### config.mk
export PLATFORM = sky130hd
export DESIGN_NAME = bck_slot_scheduler
export DESIGN_NICKNAME = d
export VERILOG_FILES = /design/src/rtl/bck_slot_scheduler.sv
export SDC_FILE = /design/constraint.sdc
export NUM_CORES = 1
export LEC_CHECK = 0
export BUFFER_PORTS_ARGS = -buffer_cell sky130_fd_sc_hd__buf_2
export CAP_MARGIN = 30
export CORE_MARGIN = 8
export CORE_UTILIZATION = 30
export CTS_CLUSTER_SIZE = 25
export DETAILED_ROUTE_END_ITERATION = 16
export PLACE_DENSITY = 0.55
export SLEW_MARGIN = 5
export SYNTH_ARGS = -nofsm -noshare
export SYNTH_HDL_FRONTEND = slang
export SYNTH_SLANG_ARGS = --single-unit
### constraint.sdc
create_clock -name clk -period 3.01 [get_ports clk]
set_input_delay 0.301 -clock clk [delete_from_list [all_inputs] [get_ports clk]]
set_output_delay 0.301 -clock clk [all_outputs]
set_load 0.02 [all_outputs]
### src/rtl/bck_slot_scheduler.sv
// ============================================================================
// bck_slot_scheduler
// ----------------------------------------------------------------------------
// Slot scheduler for the backward-extension loop of the SMEM pipeline. It sits
// at the loop-back point. Each cycle it looks at the token leaving the last
// stage and decides what the loop-entry mux feeds into CONTROL_STAGE2:
//   - a live read keeps circulating (inj_sel_o = 0),
//   - a finished read is retired and its slot is freed,
//   - a free slot gets the next read of the batch (BCK_INI) or a bubble.
// It also counts reads in flight and pulses done_o when a batch has drained.
//
// Ports:
//   clk, rst           clock; synchronous active-low reset
//   start_i            pulse, begins a batch (accepted only in IDLE)
//   batch_size_i       number of reads in the batch, latched on start
//   stall_i            global pipeline stall, freezes the scheduler
//   ret_status_i       status code of the returning token
//   ret_finish_i       finish_sign of the returning token
//   ret_read_num_i     read index of the returning token
//   inj_sel_o          1 = mux takes inj_* fields, 0 = recirculate
//   inj_status_o       BCK_INI or BUBBLE when inj_sel_o = 1
//   inj_read_num_o     read index being injected
//   retire_valid_o     one-cycle pulse per finished read
//   retire_read_num_o  index of the retired read
//   in_flight_o        reads currently in the loop
//   busy_o             scheduler is not IDLE
//   done_o             one-cycle pulse at batch completion
//   err_o              sticky protocol error
// All outputs are registered: they reflect the ret_* inputs sampled on the
// previous non-stall edge.
// ============================================================================
module bck_slot_scheduler #(
    parameter int         READ_NUM_WIDTH = 10,
    parameter int         MAX_INFLIGHT   = 16,
    parameter logic [5:0] BUBBLE         = 6'h00,
    parameter logic [5:0] BCK_INI        = 6'h04,
    parameter logic [5:0] BCK_RUN        = 6'h05
) (
    input  logic                                clk,
    input  logic                                rst,
    input  logic                                start_i,
    input  logic [READ_NUM_WIDTH:0]             batch_size_i,
    input  logic                                stall_i,
    input  logic [5:0]                          ret_status_i,
    input  logic                                ret_finish_i,
    input  logic [READ_NUM_WIDTH-1:0]           ret_read_num_i,
    output logic                                inj_sel_o,
    output logic [5:0]                          inj_status_o,
    output logic [READ_NUM_WIDTH-1:0]           inj_read_num_o,
    output logic                                retire_valid_o,
    output logic [READ_NUM_WIDTH-1:0]           retire_read_num_o,
    output logic [$clog2(MAX_INFLIGHT+1)-1:0]   in_flight_o,
    output logic                                busy_o,
    output logic                                done_o,
    output logic                                err_o
);

    // Counters are one bit wider than the read index so that a batch of
    // exactly 2^READ_NUM_WIDTH reads can be issued and counted without wrap.
    localparam int CW  = READ_NUM_WIDTH + 1;
    localparam int RW  = READ_NUM_WIDTH;
    localparam int IFW = $clog2(MAX_INFLIGHT + 1);

    localparam logic [IFW-1:0] IF_MAX  = IFW'(MAX_INFLIGHT);
    localparam logic [IFW-1:0] IF_ONE  = IFW'(1);
    localparam logic [CW-1:0]  CNT_ONE = CW'(1);

    typedef enum logic [1:0] {
        IDLE,
        RUN,
        DRAIN,
        DONE
    } state_t;

    state_t          state_q, state_d;
    logic [CW-1:0]   batchSize_q, batchSize_d;
    logic [CW-1:0]   nextRead_q, nextRead_d;
    logic [CW-1:0]   doneCnt_q, doneCnt_d;
    logic [IFW-1:0]  inFlight_q, inFlight_d;
    logic            injSel_q, injSel_d;
    logic [5:0]      injStatus_q, injStatus_d;
    logic [RW-1:0]   injReadNum_q, injReadNum_d;
    logic            retireValid_q, retireValid_d;
    logic [RW-1:0]   retireReadNum_q, retireReadNum_d;
    logic            busy_q;
    logic            done_q;
    logic            err_q, err_d;

    logic            statusKnown;
    logic            slotLive;
    logic            retiring;
    logic            underflow;
    logic [IFW-1:0]  inFlightAfterRetire;
    logic            canInject;

    // Slot classification and refill decision for the returning token.
    // Unknown status codes are treated as free slots but flag an error.
    // A retire with nothing in flight is an error and must not underflow the
    // counter. The refill check uses the in-flight count after this cycle's
    // retire, so a slot freed by a finishing read can be refilled at once.
    always_comb begin
        statusKnown = (ret_status_i == BUBBLE) || (ret_status_i == BCK_INI) ||
                      (ret_status_i == BCK_RUN);
        retiring    = (ret_status_i == BCK_RUN) && ret_finish_i;
        slotLive    = (ret_status_i == BCK_INI) ||
                      ((ret_status_i == BCK_RUN) && !ret_finish_i);
        underflow   = retiring && (inFlight_q == '0);

        inFlightAfterRetire = inFlight_q;
        if (retiring && !underflow) begin
            inFlightAfterRetire = inFlight_q - IF_ONE;
        end

        canInject = !slotLive && (state_q == RUN) &&
                    (nextRead_q < batchSize_q) &&
                    (inFlightAfterRetire < IF_MAX);
    end

    // Loop-entry mux control, retire reporting and counter updates.
    // Finished tokens are never recirculated: their slot becomes either a new
    // read or a bubble.
    always_comb begin
        injSel_d        = 1'b1;
        injStatus_d     = BUBBLE;
        injReadNum_d    = '0;
        retireValid_d   = retiring;
        retireReadNum_d = retiring ? ret_read_num_i : retireReadNum_q;
        nextRead_d      = nextRead_q;
        doneCnt_d       = retiring ? (doneCnt_q + CNT_ONE) : doneCnt_q;
        inFlight_d      = inFlightAfterRetire;
        err_d           = err_q || !statusKnown || underflow;

        if (slotLive) begin
            injSel_d = 1'b0;
        end else if (canInject) begin
            injStatus_d  = BCK_INI;
            injReadNum_d = nextRead_q[RW-1:0];
            nextRead_d   = nextRead_q + CNT_ONE;
            inFlight_d   = inFlightAfterRetire + IF_ONE;
        end

        // Batch sequencing. Starting a batch clears the issue and completion
        // counters; an empty batch goes straight to DONE.
        state_d     = state_q;
        batchSize_d = batchSize_q;
        case (state_q)
            IDLE: begin
                if (start_i) begin
                    batchSize_d = batch_size_i;
                    nextRead_d  = '0;
                    doneCnt_d   = '0;
                    state_d     = (batch_size_i == '0) ? DONE : RUN;
                end
            end
            RUN: begin
                if (nextRead_q == batchSize_q) begin
                    state_d = DRAIN;
                end
            end
            DRAIN: begin
                if (doneCnt_q == batchSize_q) begin
                    state_d = DONE;
                end
            end
            DONE: begin
                state_d = IDLE;
            end
            default: begin
                state_d = IDLE;
            end
        endcase
    end

    // State and output registers. Reset flushes the loop with bubbles and
    // abandons any batch. During a stall everything holds except the two
    // pulse outputs, which drop so that no retire or completion is reported
    // twice.
    always_ff @(posedge clk) begin
        if (!rst) begin
            state_q         <= IDLE;
            batchSize_q     <= '0;
            nextRead_q      <= '0;
            doneCnt_q       <= '0;
            inFlight_q      <= '0;
            injSel_q        <= 1'b1;
            injStatus_q     <= BUBBLE;
            injReadNum_q    <= '0;
            retireValid_q   <= 1'b0;
            retireReadNum_q <= '0;
            busy_q          <= 1'b0;
            done_q          <= 1'b0;
            err_q           <= 1'b0;
        end else if (stall_i) begin
            retireValid_q   <= 1'b0;
            done_q          <= 1'b0;
        end else begin
            state_q         <= state_d;
            batchSize_q     <= batchSize_d;
            nextRead_q      <= nextRead_d;
            doneCnt_q       <= doneCnt_d;
            inFlight_q      <= inFlight_d;
            injSel_q        <= injSel_d;
            injStatus_q     <= injStatus_d;
            injReadNum_q    <= injReadNum_d;
            retireValid_q   <= retireValid_d;
            retireReadNum_q <= retireReadNum_d;
            busy_q          <= (state_d != IDLE);
            done_q          <= (state_d == DONE);
            err_q           <= err_d;
        end
    end

    assign inj_sel_o         = injSel_q;
    assign inj_status_o      = injStatus_q;
    assign inj_read_num_o    = injReadNum_q;
    assign retire_valid_o    = retireValid_q;
    assign retire_read_num_o = retireReadNum_q;
    assign in_flight_o       = inFlight_q;
    assign busy_o            = busy_q;
    assign done_o            = done_q;
    assign err_o             = err_q;

endmodule

==> metrics <==
outcome finished clean; post-DR wirelength/cell 14.7 µm; peak fanout along the critical path 16; Avg Vias per Cell 4.93; residual DRC count 0; DRT Pass-1 Iters 4; Max H-tree Level 3; Total GRT Usage 12.7%; first-pass GRT wire length 15.0 mm; IO Port Bufs between 60 and 70; final net count around 530; total wire length 9.28 mm; maximum root-to-sink buffer count 2; Rows 39; PostCTS Resize Cnt 0; layout cells sized above 1 20.0%; kind of critical path reg -> reg; final std cell area, no fill 4160 µm²; total power 2270 µW; yosys warns 0; footprint of the multi-input gates 1920 µm²; commonest non-fill, non-tap cell in the layout nand2_1; HP Class in -> reg; number of DRC markers in iteration 0 143; Die Height 123 µm; skew final 0.00526 ns; total CTS buffers 9; DP HPWL 6.98 mm; Slew Viols, Final 0; Post-Syn Instances 423; Die X 123 µm; most frequent cells in the layout 82 x nand2_1, 66 x dfxtp_1, 62 x buf_2; Seq/Total Area, Yosys 38.8%; f_max ~430 MHz; critical path data arrival time around 2.6 ns; final hold vios 0; core area 11200 µm²; max_cap viols 0; diode count 0; setup violators final 0; via count 3118; clock tree from TritonCTS done; pre-CTS setup slack 0.623 ns; hold_buf cts 0; measured slew at the worst slew-check pin 0.765 ns; Clock Tree Root clkbuf_16; cell area after synthesis about 3400 µm²; Avg Synthesized Cell Area roughly 8.0 µm²; Post-CTS Setup Repair Bufs 0; worst vdd ir 0.278 mV; power density cells 545 nW/µm²; Relative slew margins between 40% and 50%; total gr overflow 0; CTS clk-pin slew, worst paths 0.06 ns; Area Overhead vs Synth 22.3%; setup tns final 0 ns; number of global-route vias before repair 3045; ANT nets after route 0; Worst Setup End Kind register; RSZ-0062 raised after global routing no; largest net degree at the start of global routing 27; FF/Latch Area 1320 µm²; Seq cells post-synth 66; # fillers 1196; initial antenna violation count 0; crit start category register; DP Area 3860 µm²; Worst Setup Slack, final ~0.67 ns; Util after Layout 37.1%; Final Wtd Congestion about 0.87; Unique masters post-synth 55; die area 15000 µm²; WP data required around 3.2 ns; Post-synth EDFFs 0; Clock Sinks 66; Primary FF master, synth dfxtp_1; Tcrit/Tclk final between 70% and 80%; Initial Util 30.3%; I/O pins 68; leakage 0.00169 µW; crit path time final 2.34 ns; Synth async-reset ratio 0%; clock latency at the later pin of the worst-skew pair 0.33 ns
-- critical path: stages (launching register included) --
cell	delay, ns
dfxtp_1	0.37
inv_1	0.06
ha_1	0.31
a21oi_1	0.14
o211ai_1	0.18
a211oi_4	0.32
nand2_4	0.11
inv_2	0.23
mux2_2	0.38
mux2i_1	0.11
-- metrics by stage --
stage	instances	hold WS (ns)
after global routing	632	0.208
final	632	0.207
after CTS	632	0.189
after detailed placement	617	0.449
after floorplan	427	0.437
after global placement	617	0.439
-- registers in the layout, indices dropped and copies added (netlist names), 2 cells and up --
name and cells:
batchSize_q 11, doneCnt_q 11, nextRead_q 11, inj_read_num_o 10
retire_read_num_o 10, in_flight_o 5, state_q 2
-- cell families (layout without fill, tap and decap cells) --
| group | Yosys count | count (layout) | share of synthesized area [%] |
|---|---|---|---|
| xor+xnor | 29 | 29 | 7.46 |
| compound gates | 73 | 73 | 12.9 |
| buf+inv | 40 | 102 | 5.22 |
| flops | 66 | 66 | 38.8 |
| fa+ha+maj | 16 | 16 | 5.88 |
| simple gates | 193 | 193 | 28.2 |
| other cells | 1 | 5 | 0.110 |
| mux | 5 | 5 | 1.51 |
-- synth_stat cells, types with 2 or more instances --
cell type  count  area (µm²)
clkbuf_1      16        60.1
nand3_1       16        80.1
nor2_1        30         113
xnor2_1       14         123
dfxtp_1       66        1320
o21ai_0        8        40.0
nor4b_1        2        17.5
nand2b_1       3        18.8
and4_1         4        35.0
o21a_1         2        15.0
xor2_1        15         131
nand2_1       82         308
nor4_1         6        37.5
or3_1          3        18.8
a31oi_1        4        25.0
nor3_1         7        35.0
buf_4          5        37.5
nand4_1       19         119
a21oi_1       44         220
and3_1         7        43.8
o211ai_1       2        15.0
nor2b_1        2        12.5
inv_1         15        56.3
mux2i_1        4        40.0
and2_1         2        12.5
ha_1          16         200
-- power breakdown --
group,switching (µW),total (µW),internal [µW]
Clock,379,1060,681
Sequential,36.9,933,896
Combinational,168,277,108
Total,584,2270,1690
-- path summary, 6_finish.rpt --
path	slack, ns	to	start	cells after the start
setup / recovery	0.67	in_flight_o[0]$_SDFFE_PN0N_	batchSize_q[8]$_SDFFE_PN0P_	9
hold / removal	0.21	retire_read_num_o[2]$_SDFFE_PN0P_	ret_read_num_i[2]	3
setup reg to reg	0.67	in_flight_o[0]$_SDFFE_PN0N_	batchSize_q[8]$_SDFFE_PN0P_	9
hold reg to reg	0.45	retire_read_num_o[0]$_SDFFE_PN0P_	retire_read_num_o[0]$_SDFFE_PN0P_	2
-- cell type report --
class                           count  share of cell area [%]
Clock buffer                       11                    6.07
Clock inverter                      4                    1.23
Inverter                           16                    1.44
Multi-Input combinational cell    321                    46.1
Sequential cell                    66                    31.7
Tap cell                          143                    4.30
Timing Repair Buffer               71                    9.08
-- routing by layer --
| metal | wire [µm] | vias up | track usage (%) |
|---|---|---|---|
| met4 | 161 | 0 | 4.87 |
| li1 | - | 1586 | - |
| met2 | 4170 | 74 | 19.4 |
| met3 | 465 | 13 | 3.45 |
| met1 | 4480 | 1445 | 16.7 |
| met5 | 0 | - | 0 |
Note: power is estimated with default switching activity, not from simulation.
